**src/rtl/word_to_int_stream.sv**
```systemverilog
// Character-stream to integer converter with runtime radix, sign and overflow detection.
// Optional radix prefixes ('$' hex, '%' binary, '#' decimal) are enabled by WORD_TO_INT_PREFIX_EN.
module word_to_int_stream #(
  parameter int DATA     = 32,
  parameter int MAX_LEN  = 32,
  parameter int LEN_BITS = $clog2(MAX_LEN) + 1
) (
  input  logic            i_clk,
  input  logic            i_rst,
  input  logic [5:0]      i_base,
  input  logic            i_valid,
  input  logic [7:0]      i_char,
  input  logic            i_last,
  output logic            o_ready,
  output logic            o_valid,
  output logic [DATA-1:0] o_data,
  output logic            o_err,
  output logic            o_ovf
);

  typedef enum logic [1:0] {S_IDLE, S_ACCUM, S_DONE} state_t;

  localparam logic [LEN_BITS-1:0] LEN_MAX = LEN_BITS'(MAX_LEN);
  localparam logic [LEN_BITS-1:0] LEN_SAT = LEN_BITS'(MAX_LEN + 1);
  localparam logic [DATA-1:0]     NEG_LIM = {1'b1, {(DATA-1){1'b0}}};

  // Returns {valid, value}; value is 0..35 for [0-9A-Za-z].
  function automatic logic [6:0] f_digit(input logic [7:0] c);
    logic [7:0] v;
    if (c >= 8'h30 && c <= 8'h39)      v = c - 8'h30;
    else if (c >= 8'h41 && c <= 8'h5A) v = c - 8'h41 + 8'd10;
    else if (c >= 8'h61 && c <= 8'h7A) v = c - 8'h61 + 8'd10;
    else                               return 7'd0;
    return {1'b1, v[5:0]};
  endfunction

  state_t              r_state;
  logic [5:0]          r_base;
  logic [DATA-1:0]     r_acc;
  logic [LEN_BITS-1:0] r_len;
  logic                r_neg, r_err, r_ovf, r_dig;
  logic                r_ready, r_valid, r_err_o, r_ovf_o;
  logic [DATA-1:0]     r_data;
`ifdef WORD_TO_INT_PREFIX_EN
  logic                r_pfx;
  logic                w_pfx_n;
`endif

  logic                w_first, w_accept;
  logic [5:0]          w_base_n;
  logic [DATA-1:0]     w_acc_n;
  logic [LEN_BITS-1:0] w_len_n;
  logic                w_neg_n, w_err_n, w_ovf_n, w_dig_n;
  logic [6:0]          w_dv;
  logic [DATA+5:0]     w_prod;
  logic                w_fin_err, w_fin_ovf;
  logic [DATA-1:0]     w_fin_data;

  assign w_accept = i_valid && r_ready;

  // Next-word state as if the current character is accepted; a new word starts fresh in IDLE.
  always_comb begin
    w_first  = (r_state == S_IDLE);
    w_base_n = w_first ? i_base : r_base;
    w_acc_n  = w_first ? '0 : r_acc;
    w_neg_n  = w_first ? 1'b0 : r_neg;
    w_err_n  = w_first ? 1'b0 : r_err;
    w_ovf_n  = w_first ? 1'b0 : r_ovf;
    w_dig_n  = w_first ? 1'b0 : r_dig;
    w_len_n  = w_first ? LEN_BITS'(1) : ((r_len == LEN_SAT) ? r_len : r_len + 1'b1);
`ifdef WORD_TO_INT_PREFIX_EN
    w_pfx_n  = w_first ? 1'b0 : r_pfx;
`endif
    w_dv     = f_digit(i_char);
    w_prod   = '0;

    if (w_len_n > LEN_MAX) begin
      w_err_n = 1'b1;
    end else if (i_char == 8'h2D) begin
      if (w_first) w_neg_n = 1'b1;
      else         w_err_n = 1'b1;
    end
`ifdef WORD_TO_INT_PREFIX_EN
    else if (i_char == 8'h24 || i_char == 8'h25 || i_char == 8'h23) begin
      if (w_first || (r_len == LEN_BITS'(1) && r_neg && !r_pfx)) begin
        w_pfx_n  = 1'b1;
        w_base_n = (i_char == 8'h24) ? 6'd16 : (i_char == 8'h25) ? 6'd2 : 6'd10;
      end else begin
        w_err_n = 1'b1;
      end
    end
`endif
    else if (!w_dv[6] || w_dv[5:0] >= w_base_n) begin
      w_err_n = 1'b1;
    end else begin
      w_prod  = (DATA+6)'(w_acc_n) * (DATA+6)'(w_base_n) + (DATA+6)'(w_dv[5:0]);
      w_acc_n = w_prod[DATA-1:0];
      w_dig_n = 1'b1;
      if (w_prod[DATA+5:DATA] != '0) w_ovf_n = 1'b1;
    end

    w_fin_err  = w_err_n || !w_dig_n || (w_base_n < 6'd2) || (w_base_n > 6'd36);
    w_fin_ovf  = w_ovf_n || (w_neg_n && (w_acc_n > NEG_LIM));
    w_fin_data = w_neg_n ? -w_acc_n : w_acc_n;
  end

  always_ff @(posedge i_clk) begin
    if (i_rst) begin
      r_state <= S_IDLE;
      r_base  <= '0;
      r_acc   <= '0;
      r_len   <= '0;
      r_neg   <= 1'b0;
      r_err   <= 1'b0;
      r_ovf   <= 1'b0;
      r_dig   <= 1'b0;
`ifdef WORD_TO_INT_PREFIX_EN
      r_pfx   <= 1'b0;
`endif
      r_ready <= 1'b1;
      r_valid <= 1'b0;
      r_data  <= '0;
      r_err_o <= 1'b0;
      r_ovf_o <= 1'b0;
    end else begin
      case (r_state)
        S_IDLE, S_ACCUM: begin
          r_valid <= 1'b0;
          if (w_accept) begin
            r_base <= w_base_n;
            r_acc  <= w_acc_n;
            r_len  <= w_len_n;
            r_neg  <= w_neg_n;
            r_err  <= w_err_n;
            r_ovf  <= w_ovf_n;
            r_dig  <= w_dig_n;
`ifdef WORD_TO_INT_PREFIX_EN
            r_pfx  <= w_pfx_n;
`endif
            if (i_last) begin
              r_state <= S_DONE;
              r_ready <= 1'b0;
              r_valid <= 1'b1;
              r_data  <= w_fin_data;
              r_err_o <= w_fin_err;
              r_ovf_o <= w_fin_ovf;
            end else begin
              r_state <= S_ACCUM;
            end
          end
        end
        default: begin
          r_state <= S_IDLE;
          r_ready <= 1'b1;
          r_valid <= 1'b0;
        end
      endcase
    end
  end

  assign o_ready = r_ready;
  assign o_valid = r_valid;
  assign o_data  = r_data;
  assign o_err   = r_err_o;
  assign o_ovf   = r_ovf_o;

endmodule

```
**config.mk**
```make
export PLATFORM = sky130hd
export DESIGN_NAME = word_to_int_stream
export DESIGN_NICKNAME = d
export VERILOG_FILES = /design/src/rtl/word_to_int_stream.sv
export SDC_FILE = /design/constraint.sdc
export NUM_CORES = 1
export LEC_CHECK = 0
export ABC_AREA = 0
export ABC_CLOCK_PERIOD_IN_PS = 8400
export CELL_PAD_IN_SITES_DETAIL_PLACEMENT = 1
export CELL_PAD_IN_SITES_GLOBAL_PLACEMENT = 2
export CORE_ASPECT_RATIO = 1.1
export CORE_MARGIN = 10
export CORE_UTILIZATION = 38
export DETAILED_ROUTE_END_ITERATION = 12
export PLACE_DENSITY_LB_ADDON = 0.05
export SYNTH_ARGS = -nofsm -noshare
export SYNTH_HDL_FRONTEND = slang
export SYNTH_SLANG_ARGS = --single-unit
```
**constraint.sdc**
```tcl
create_clock -name i_clk -period 8.4 [get_ports i_clk]
set_input_delay 2.52 -clock i_clk [delete_from_list [all_inputs] [get_ports i_clk]]
set_output_delay 2.52 -clock i_clk [all_outputs]
set_load 0.02 [all_outputs]
```
---- After elaboration in Yosys (flattened, before gate mapping) ----
Index checks and enable logic that the tools add are counted.
operators by class
  shift operators ......................... 0
  multipliers ............................. 1
  div/mod/pow operators ................... 0
  equality and inequality tests ........... 3
  multiplexer cells ....................... 38
  bitwise logic cells ..................... 2
  magnitude comparators ................... 11
  $add $sub $neg .......................... 8
  reduce and logical (&&, ||, !) cells .... 20
operators with widths
  operator                                                                              number
  32-bit two-way mux                                                                    5
  38-bit by 6-bit adder with 38-bit output                                              1
  32-bit by 6-bit multiplier with 38-bit output                                         1
  6-bit two-way mux                                                                     6
  32-bit > comparator (second input constant)                                           1
  32-bit negator                                                                        1
  7-bit two-way mux                                                                     4
  1-bit two-way mux                                                                     22
  8-bit by 7-bit greater-or-equal comparator with 1-bit output (second input constant)  2
  8-bit by 7-bit less-or-equal comparator with 1-bit output (second input constant)     2
  6-bit by 4-bit adder with 6-bit output (second input constant)                        2
  6-bit > comparator (second input constant)                                            2
  6-bit subtractor (second input constant)                                              2
  8-bit by 6-bit equality test with 1-bit output (second input constant)                1
  8-bit by 6-bit greater-or-equal comparator with 1-bit output (second input constant)  1
  8-bit by 6-bit less-or-equal comparator with 1-bit output (second input constant)     1
  6-bit by 1-bit adder with 6-bit output (second input constant)                        1
  6-bit equality test (second input constant)                                           1
  6-bit greater-or-equal comparator                                                     1
  6-bit by 2-bit < comparator with 1-bit output (second input constant)                 1
  6-bit nonzero test                                                                    1
  6-bit by 1-bit subtractor with 6-bit output (second input constant)                   1
  1-bit logical AND                                                                     5
  1-bit logical OR                                                                      5
  other kinds (9)                                                                       13
word-level totals
  flip-flop bits (word level) ............. 86
  memory bits (read-only) ................. 0
  memories ................................ 0
  latch bits .............................. 0
  logic and storage cells ................. 96
  memory bits (writable) .................. 0
  output and inout port bits .............. 36

---- Longest topological paths before layout ----
Gate-level depths: netlist of run 1.
  depth after elaboration ................. 15
  mapped depth ............................ 27
  depth with buffers taken out ............ 24

---- Worst setup path before layout of run 1 ----
No wires, ideal clock.
  kind .................................... input -> register
  from .................................... input i_char[1]
  to ...................................... register r_data[30], in the netlist o_data[30]
  stages on the path ...................... 27
  required time ........................... 8,326 ps
  arrival time ............................ 7,827 ps
  library setup time ...................... 74 ps
  slack ................................... 498 ps
  cell sequence ........................... inv_1 -> ha_1 -> or4b_4 -> a21oi_1 -> nor3_1 -> or3_1 -> buf_2 -> nand2_1 -> ha_1 -> nand2b_1 -> a21o_1 -> a211o_1 -> a21oi_1 -> nand3_1 -> clkbuf_1 -> buf_2 -> buf_1 -> and3_1 -> a21oi_1 -> ha_1 -> o21ai_0 -> nor3_2 -> a31oi_2 -> nor4b_4 -> nand4_1 -> or4_1 -> a31oi_1
between the ends
  cells in the longest elaborated chain, start to end .. 13
RTL lines
  item                                                                               RTL line  RTL
  start, declared                                                                    12        input logic [7:0] i_char,
  branches (longest 12 deep; another with 38-bit by 6-bit adder with 38-bit output)  -
  32-bit two-way mux *                                                               104       w_fin_data = w_neg_n ? -w_acc_n : w_acc_n;
  end signal, assigned                                                               144       r_data <= w_fin_data;
  end, declared                                                                      43        logic [DATA-1:0] r_data;
Every way passes the cells marked *. The select of a mux whose other input is x is not followed.
A chain may end at the register's enable or synchronous reset.

---- Final worst setup path of run 1 ----
Ends and elaborated chain as after synthesis.

==> reports/metrics.cfg, run 1 <==
[run_status]
status = finished clean

[min_path]
hold_path.class = flop to flop
hold_start = o_data[9]$_SDFFE_PP0P_
worstHoldEndpoint = o_data[9]$_SDFFE_PP0P_
min_path_cells = 2

[grt]
use_met2 = 0.3621
grt_pass1_wl_mm = 69.39
globalRouteMet1Util = 0.3026
use_met3 = 0.02604
grt_pass1_vias = 12290
grtUsageTotal = 0.2196
grt_remaining_overflow = 0
antenna_found_initial = 1
grt_max_degree = 148
top_usage_layer = met2

[power]
p_per_area_nw_per_um2 = 94.27
total_power_mw = 1.318
p_leak_nw = 7.030
max-vdd-ir-drop_v = 0.00009291

[critical_path]
ff2ff_setup_slack_ns = 1.08
reg2reg_depth = 19
required_ns = 8.66
crit_arrival_ns = 8.45
r2r_start = r_state[1]$_SDFFE_PP0P_
critical_path_class = input port to flop
cp_max_fo = 5
reg2reg_to = o_data[30]$_SDFFE_PP0P_
cp-start-kind = input port
end_kind = flop

[final_layout]
diodes = 0
area_growth_syn_to_layout_pct = 15.97
drive_above_1_share = 0.1152
seq_area_um2 = 1725
multi_input_area_um2 = 9838
final_nets = 1792
n_fill_cell = 3841

[sta]
clock.fmax_mhz = 122.2
hold_viol_final = 0
layout_min_cycle_time_ns = 8.182
finalCritPeriodShare = 0.9741
skew_ns = 0.006883
setup_viol = 0
slew_violations = 0
worst_slack_ns = 0.2179
tightest_slew_ns = 0.9128
slew_headroom = 0.3906

[logic_synthesis]
synth_top_area_share = 0.2059
synth_warnings = 0
synth_cell_types = 81
synthCells = 1492
synth.largest_area_cell = fa_1
ys_seq_area_frac = 0.1428
synth_edf_count = 0
synthesis.nets = 1733
async_flop_share = 0
synth_area_leaders = fa_1 21%, dfxtp_1 14%, and3_1 10%
synthFlopType = dfxtp_1
ys_seq_elements = 86
syn_area_um2 = 12060
synth.avg_cell_area_um2 = 8.081

[routing]
wirelength_mm = 43.47
drtIter0Drc = 691
avgViaCountPerCell = 5.874
via_count = 11600
dr.pass1.iters = 4
drc = 0
drtAntennaViolNets = 0
drt-wirelength-per-cell_um = 22.02

[floorplan]
die_h_um = 206.8
ios = 54
rows = 68
die_w_um = 189.8
die_area_um2 = 39260
start_util = 0.3851
core-area_um2 = 31310

[run]
drv_cap = 0

[placement]
dp_slack_ns = -0.3004
port_buffers = 53
dpl.hpwl_mm = 32.55
gp_congestion = 0.8342

[cts]
cts_buffer_depth = 2
cts.clk_slew.worst_paths_ns = 0.06
clock_sinks = 86
clock_latency_ns = 0.34
cts_tree = yes
cts_buffers = 9
h-tree-depth = 3
cts_root_buf = clkbuf_16

[power breakdown]
part           total (mW)  switching (mW)  internal, mW
Combinational       0.429           0.267         0.162
Clock               0.405           0.170         0.235
Sequential          0.484          0.0562         0.428
Total                1.32           0.493         0.825
[cells by family after synthesis]
| kind of cell | Yosys count | share of synthesized area |
|---|---|---|
| adders and majority gates | 223 | 0.3086 |
| DFF | 86 | 0.1428 |
| and+or+nand+nor | 616 | 0.2691 |
| xor gates and xnor gates | 38 | 0.02760 |
| muxes | 10 | 0.008303 |
| buffers and inverters | 179 | 0.05812 |
| AOI/OAI and AO/OA | 340 | 0.1855 |
[layout make-up]
| type | count | share of cell area |
|---|---|---|
| Sequential cell | 86 | 0.1234 |
| Clock inverter | 4 | 0.003490 |
| Multi-Input combinational cell | 1227 | 0.7036 |
| Clock buffer | 10 | 0.01709 |
| Timing Repair Buffer | 160 | 0.09682 |
| Inverter | 67 | 0.01799 |
| Tap cell | 420 | 0.03758 |
[how the worst max path moves through the flow]
stage / slack (ns) / cells after the start / start / to
after floorplan: 0.50 / 27 / i_char[1] / o_data[30]$_SDFFE_PP0P_
after global placement: -0.14 / 22 / i_char[1] / o_data[31]$_SDFFE_PP0P_
after detailed placement: -0.30 / 22 / i_char[1] / o_data[31]$_SDFFE_PP0P_
after CTS: 0.02 / 22 / i_char[1] / o_data[31]$_SDFFE_PP0P_
after global routing: -0.09 / 26 / i_char[1] / o_data[28]$_SDFFE_PP0P_
final: 0.22 / 23 / i_char[1] / o_data[30]$_SDFFE_PP0P_
[state kept, by name, summed over array words and instances, names as in the netlist]
| register | flops |
|---|---|
| o_data | 32 |
| o_err | 1 |
| o_ovf | 1 |
| o_ready | 1 |
| o_valid | 1 |
| r_acc | 32 |
| r_base | 6 |
| r_dig | 1 |
| r_err | 1 |
| r_len | 6 |
| r_neg | 1 |
| r_ovf | 1 |
| r_state | 2 |
[routing by layer]
metal / vias to the layer above / routed length, um
li1: 5470 / -
met1: 5888 / 20680
met2: 206 / 20450
met3: 31 / 1732
met4: 0 / 617
met5: - / 0
[critical path: stages]
cell and delay (ns):
clkdlybuf4s50_1 0.48, inv_1 0.06, ha_1 0.20, or4b_4 0.50, nand2_2 0.12, a221oi_4 0.08, buf_4 0.17, mux2i_2 0.14
mux2i_2 0.22, fa_1 0.45, inv_1 0.11, ha_4 0.22, buf_4 0.16, a221o_1 0.41, o211ai_2 0.27, nand2_1 0.11
buf_4 0.17, or2_2 0.32, a211oi_1 0.33, mux2i_1 0.23, or4b_1 0.60, or4_1 0.41, a31oi_1 0.16
[Yosys cell counts, types with 4 or more instances]
cell type    n
nor3_1      37
mux2i_1     10
nand4_1     17
clkbuf_1    99
a21o_1      11
fa_1       124
and2_1       7
or3_1       15
buf_2        5
or4_1        5
a21oi_1    103
nand3b_1     4
nor2b_1      4
xor2_1      17
o21ai_0     63
xnor2_1     21
and3_1     201
a211o_1      4
nor2_1     113
a32oi_1      6
buf_1        5
o211a_1      4
nand2b_1     7
a221oi_1     5
a31oi_1     20
or2_2        4
o31ai_1     11
o211ai_1    10
ha_1        99
nand2_1    133
inv_1       67
nand3_1     45
dfxtp_1     86
o21a_1      10
a211oi_1    39
[metrics by stage]
stage               setup TNS, ns  hold WS [ns]  instance area [um2]  instances    util
floorplan                       0        0.4366                12060       1492       -
global route              -0.2330        0.4883                13980       1974  0.4466
global placement          -0.3485        0.4419                13480       1956  0.4305
CTS                             0        0.4639                13770       1970  0.4397
finish                          0        0.4568                13980       1974  0.4466
detailed placement         -1.482        0.4509                13480       1956  0.4305
[timing repair]
action | 4_1_cts | 5_1_grt
resized for setup | 0 | 37
setup buffers | 0 | 4
hold buffers | 0 | 0
endpoints found under the setup margin | 0 | 15
[cells in the final DEF (no fill, tap or decap), types with 4 or more instances in the layout]
master,instances
buf_4,105
o211a_1,4
and2_1,6
o31ai_1,11
nand2b_1,7
o21a_1,9
clkbuf_16,9
dfxtp_1,83
nor2b_1,4
nor3_1,34
nand3_1,43
o211ai_1,10
nor3_2,4
nand2_1,131
xnor2_1,21
a32oi_1,6
xor2_1,17
inv_1,67
clkdlybuf4s50_1,52
fa_1,123
or4_1,5
a211oi_1,38
a21oi_2,6
and3_1,200
ha_1,97
nand4_1,17
a221oi_1,5
a31oi_1,18
mux2i_1,8
a211o_1,4
nand3b_1,4
a21oi_1,99
nor2_1,112
o21ai_0,60
a21o_1,11
or3_1,14
No activity file was read; power rests on OpenSTA's default activity.
==> inputs of run 2 (changes only) <==
Settings changed: ABC_CLOCK_PERIOD_IN_PS 8400 to 8130, CORE_ASPECT_RATIO 1.1 to 1.2, CORE_UTILIZATION 38 to 41, DONT_BUFFER_PORTS from default to 1.
Clock period 8.4 ns to 8.13 ns, I/O delays scaled along.
==> reports/metrics.cfg, run 2 (same netlist as run 1, synthesis figures left out) <==
[grt]
use_met2 = 0.3872
grt_pass1_vias = 11620
grt_max_degree = 78
grt_remaining_overflow = 0
grt_pass1_wl_mm = 66.75
globalRouteMet1Util = 0.2913
antenna_found_initial = 0
use_met3 = 0.02656
grtUsageTotal = 0.2245
top_usage_layer = met2

[routing]
drtAntennaViolNets = 0
drc = 0
via_count = 11010
wirelength_mm = 41.24
dr.pass1.iters = 5
avgViaCountPerCell = 6.065
drt-wirelength-per-cell_um = 22.72
drtIter0Drc = 537

[floorplan]
die_h_um = 207.9
core-area_um2 = 28930
die_area_um2 = 36690
start_util = 0.4168
rows = 68
ios = 54
die_w_um = 176.5

[sta]
setup_viol = 0
hold_slack_ns = 0.4690
finalCritPeriodShare = 0.9538
tightest_slew_ns = 0.9189
layout_min_cycle_time_ns = 7.755
slew_headroom = 0.3865
clock.fmax_mhz = 129.0
hold_viol_final = 0
slew_violations = 0
skew_ns = 0.01260
rsz0062_at_grt = false

[critical_path]
end_kind = flop
required_ns = 8.41
critical_path_class = input port to flop
cp-start-kind = input port
crit_path_cell_trace = ha_1 -> nor3b_2 -> o21ai_0 -> a21oi_2 -> nor3_1 -> a21oi_1 -> fa_1 -> ha_1 -> a211oi_2 -> nor4_1 -> nor2_1 -> o21ai_0 -> or4b_2 -> o211a_1 -> a31oi_1 -> nor3_1 -> nand4_1 -> or4_1 -> o211ai_1
cp_slowest_stage_delay_ns = 0.58
crit_arrival_ns = 8.03
slowest_stage = nor4_1
cp_max_fo = 7

[power]
p_per_area_nw_per_um2 = 100.0
p_leak_nw = 6.440
max-vdd-ir-drop_v = 0.00009984

[cts]
cts_buffer_depth = 2
cts_root_buf = clkbuf_16
cts_buffers = 9
cts.clk_slew.worst_paths_ns = 0.07
cts_hold_buf = 0
clock_latency_ns = 0.35
cts_tree = yes
h-tree-depth = 3
clock_sinks = 86

[final_layout]
drive_above_1_share = 0.05664
final_core_util = 0.4376
final_common_cell = and3_1
area_growth_syn_to_layout_pct = 4.992
final_nets = 1666
diodes = 0
final_cell_mix = 201 x and3_1, 133 x nand2_1, 124 x fa_1
n_fill_cell = 3533

[placement]
dpl.hpwl_mm = 31.56
gp_congestion = 0.8543
port_buffers = 0

[run]
drv_cap = 0

[run_status]
status = finished clean

[min_path]
hold_path.class = flop to flop

[run 2: area by class of cell]
type | instances | area (um2) | area share
clock buffers | 10 | 239.0 | 0.01888
clock inverters | 6 | 45.04 | 0.003558
inverters | 67 | 251.5 | 0.01987
multi-input cells | 1227 | 9663 | 0.7634
flip-flops and latches | 86 | 1723 | 0.1361
well taps | 385 | 481.7 | 0.03805
repair buffers | 34 | 255.2 | 0.02016
[run 2: routing by layer]
layer / share of wire / vias up / routed length, um
met5: 0 / - / 0
met4: 0.020 / 0 / 819
met3: 0.033 / 38 / 1369
met2: 0.50 / 172 / 20470
met1: 0.45 / 5570 / 18580
li1: - / 5228 / -
[run 2: worst max-delay path: cells and delay by family]
kind                       cells  cell delay (ns)
and+or+nand+nor                8             2.72
AOI/OAI and AO/OA              8             1.81
adders and majority gates      3             1.05
[run 2: final timing paths]
path	startpoint	end	slack, ns	depth (start not counted)
worst max register to register	r_state[1]$_SDFFE_PP0P_	o_data[31]$_SDFFE_PP0P_	0.63	18
worst max-delay path	i_char[4]	o_data[31]$_SDFFE_PP0P_	0.38	19
worst min-delay path	r_ovf$_SDFFE_PP0P_	r_ovf$_SDFFE_PP0P_	0.47	2
worst min register to register	r_ovf$_SDFFE_PP0P_	r_ovf$_SDFFE_PP0P_	0.47	2
[run 2: where the power goes]
group	leakage [nW]	internal, mW	switching [mW]
clock	0.136	0.217	0.184
sequential	0.702	0.442	0.0579
combinational	5.60	0.120	0.245
total	6.44	0.779	0.487
[run 2: stage by stage]
stage	TNS, ns	setup WS (ns)	instance area, um2	power (mW)	cells
final	0	0.3755	12660	1.266	1815
after global routing	0	0.02094	12660	1.340	1815
after CTS	0	0.2072	12640	1.272	1814
after detailed placement	-0.2579	-0.1202	12360	0.8683	1798
after global placement	0	0.07455	12360	0.8615	1798
after floorplan	0	0.3093	12060	0.7371	1492
[run 2: repair_timing]
action / CTS / global route
buffers inserted: 0 / 1
setup endpoints to repair: 0 / 5
gates resized for setup: 0 / 3
==> edit (flow settings as in run 2) <==
Make the reset (`i_rst`) asynchronous in one clocked block.
--- a/src/rtl/word_to_int_stream.sv
+++ b/src/rtl/word_to_int_stream.sv
@@ -105,5 +105,5 @@
   end
 
-  always_ff @(posedge i_clk) begin
+  always_ff @(posedge i_clk or posedge i_rst) begin
     if (i_rst) begin
       r_state <= S_IDLE;
Function: changed (a bounded check fails within 4 cycles, from zero or initial values and one cycle with i_rst high; the reset may be asserted at any time).
==> edit against run 2 <==
  * Core utilization grew 0.22 points
  * Die area rose by 0.30%
  * Routed wire length is 2.9% lower
  * Clock skew fell by 0.0067 ns
  * Synthesized cell count down 5.0%
  * Final cell count decreased by 3.5%
  * Sequential cell count unchanged
  * Worst setup slack gained 0.0072 ns
  * First-iteration DRC count is 10% higher
  * Sequential share of layout area grew 3.3 points
  * Final area increased by 0.49%
  * Area after synthesis up 0.33%
  * Critical endpoint is now o_ovf
Power is not compared: it rests on default switching activity, and its combinational part moved more than twofold at a synthesized area within 25%.
==> edit: results (changes against run 2) <==
[outcome]
status=finished, final reports clean

[yosys]
ys.warnings.count=0  ; unchanged
async_reset_ff_share_pct=100  ; +100 points
synthesis.nets=1657  ; -4.4%
yosysSeqAreaShare_pct=17.8  ; +3.5 points
ys_types=85  ; +4.9%
synth-main-ff-cell=dfrtp_1
synthTopCellsByCount=197 x and3_1, 168 x nand2_1, 123 x fa_1
ys_top_cells_by_area=fa_1 20%, dfrtp_1 18%, ha_1 10%

[sta]
fin_skew_ns=0.00591  ; -0.00669 ns
tightest_slew_ns=0.866  ; -0.0533 ns

[detailed_routing]
avgViaCountPerCell=5.96  ; -1.7%
drtIter0Drc=592  ; +10%
routed_wirelength_mm=40.0  ; -2.9%

[global_routing]
grt_pass1_wl_mm=65.5  ; -1.9%
grt_use_met3_pct=1.88  ; -0.77 points
grt_max_degree=134  ; +72%
grt_pass1_vias=11400  ; -1.5%
use_met2_pct=41.0  ; +2.2 points
track_usage_pct=22.2  ; -0.30 points
grt_use_met1_pct=26.4  ; -2.7 points
antenna_found_initial=1  ; +1

[critical_path]
r2r_cells=20  ; +2
reg2reg_slack_ns=0.79  ; +0.16 ns
rr_startpoint=r_state[1]
critPathArrivalTime_ns=7.98  ; -0.05 ns
r2r_end=o_ovf

[worst_hold_path]
hold_path.startpoint=r_err
holdPathEnd=r_err

[layout]
nets=1601  ; -3.9%
drive_above_1_share_pct=5.20  ; -0.47 points

[placed_design]
dp_hpwl_mm=31.6  ; about the same
gp_congestion=0.909  ; +6.4%
portBuffers=0  ; unchanged

[power]
leakage_nw=6.80
irDropWorstVdd_mv=0.175

[clocking]
cts_buffers=9  ; unchanged
clkLatencyLatePin_ns=0.34
cts_setup_buffers=0  ; unchanged

[edit: cell types whose count changed in the layout (fill, tap and decap cells not counted), moves of 10 or more]
cell      change
a211oi_1     -26
o21ai_0      +25
nand3_1      -15
a21oi_1      -34
dfxtp_1      -85
or3_1        -10
dfrtp_1      +85
nand2_1      +34
nor2_1       -52
o21ai_1      +25
[edit: worst max-delay path by stage]
stage,slack [ns],cells after the start,endpoint
after floorplan,0.47,24,o_ovf
after global placement,0.21,19,o_data[29]
after detailed placement,0.07,19,o_ovf
after CTS,0.42,19,o_ovf
after global routing,0.003,19,o_data[30]
final,0.38,19,o_ovf
[edit: cells by family after synthesis]
family	Yosys count	share of synthesized area, %
AO/OA/AOI/OAI	326	17.4
XOR/XNOR	55	3.98
adder cells (fa/ha/maj)	223	30.7
buffers and inverters	162	5.32
flip-flops	86	17.8
multiplexers	12	1.03
AND/OR/NAND/NOR	553	23.8
[edit: cell type report]
cell class,instances,area (um2)
Clock buffer,10,239
Timing Repair Buffer,28,235
Clock inverter,6,45.0
Tap cell,385,482
Sequential cell,86,2150
Multi-Input combinational cell,1169,9310
Fill cell,3430,16200
Inverter,67,253
[edit: worst max-delay path, stage by stage]
cell and delay (ns):
ha_1 0.17, or3b_1 0.41, a211o_1 0.30, a21boi_1 0.16
and2_1 0.20, a211oi_1 0.40, fa_1 0.53, ha_1 0.37
o21ai_0 0.10, o21bai_1 0.47, o2111ai_1 0.23, a2111o_1 0.49
o21bai_1 0.19, xnor2_1 0.21, o21a_1 0.25, nand3_1 0.19
nand2b_1 0.22, or3_1 0.35, a221o_1 0.29
[edit: stage by stage]
| step | power [mW] | std cells | setup slack (ns) | cell area [um2] | hold WS, ns |
|---|---|---|---|---|---|
| 4_1_cts | 1.99 | 1751 | 0.420 | 12700 | 0.496 |
| 6_report | 1.99 | 1751 | 0.383 | 12700 | 0.492 |
| 5_1_grt | 2.13 | 1751 | 0.00334 | 12700 | 0.531 |
| 3_3_place_gp | 1.56 | 1735 | 0.211 | 12400 | 0.462 |
| 3_5_place_dp | 1.58 | 1735 | 0.0686 | 12400 | 0.481 |
| 2_1_floorplan | 1.22 | 1417 | 0.467 | 12100 | 0.450 |
[edit: metal layers]
metal  vias up  share of wire, %  wire length (um)
li1       4905                 -                 -
met1      5348                41             16500
met2       140                54             21500
met3        50               2.1               850
met4         0               2.8              1130
met5         -                 0                 0
[edit: power by group]
part	total [mW]	internal (mW)	switching, mW
registers	0.630	0.483	0.147
clock network	0.399	0.217	0.183
logic	0.957	0.264	0.693
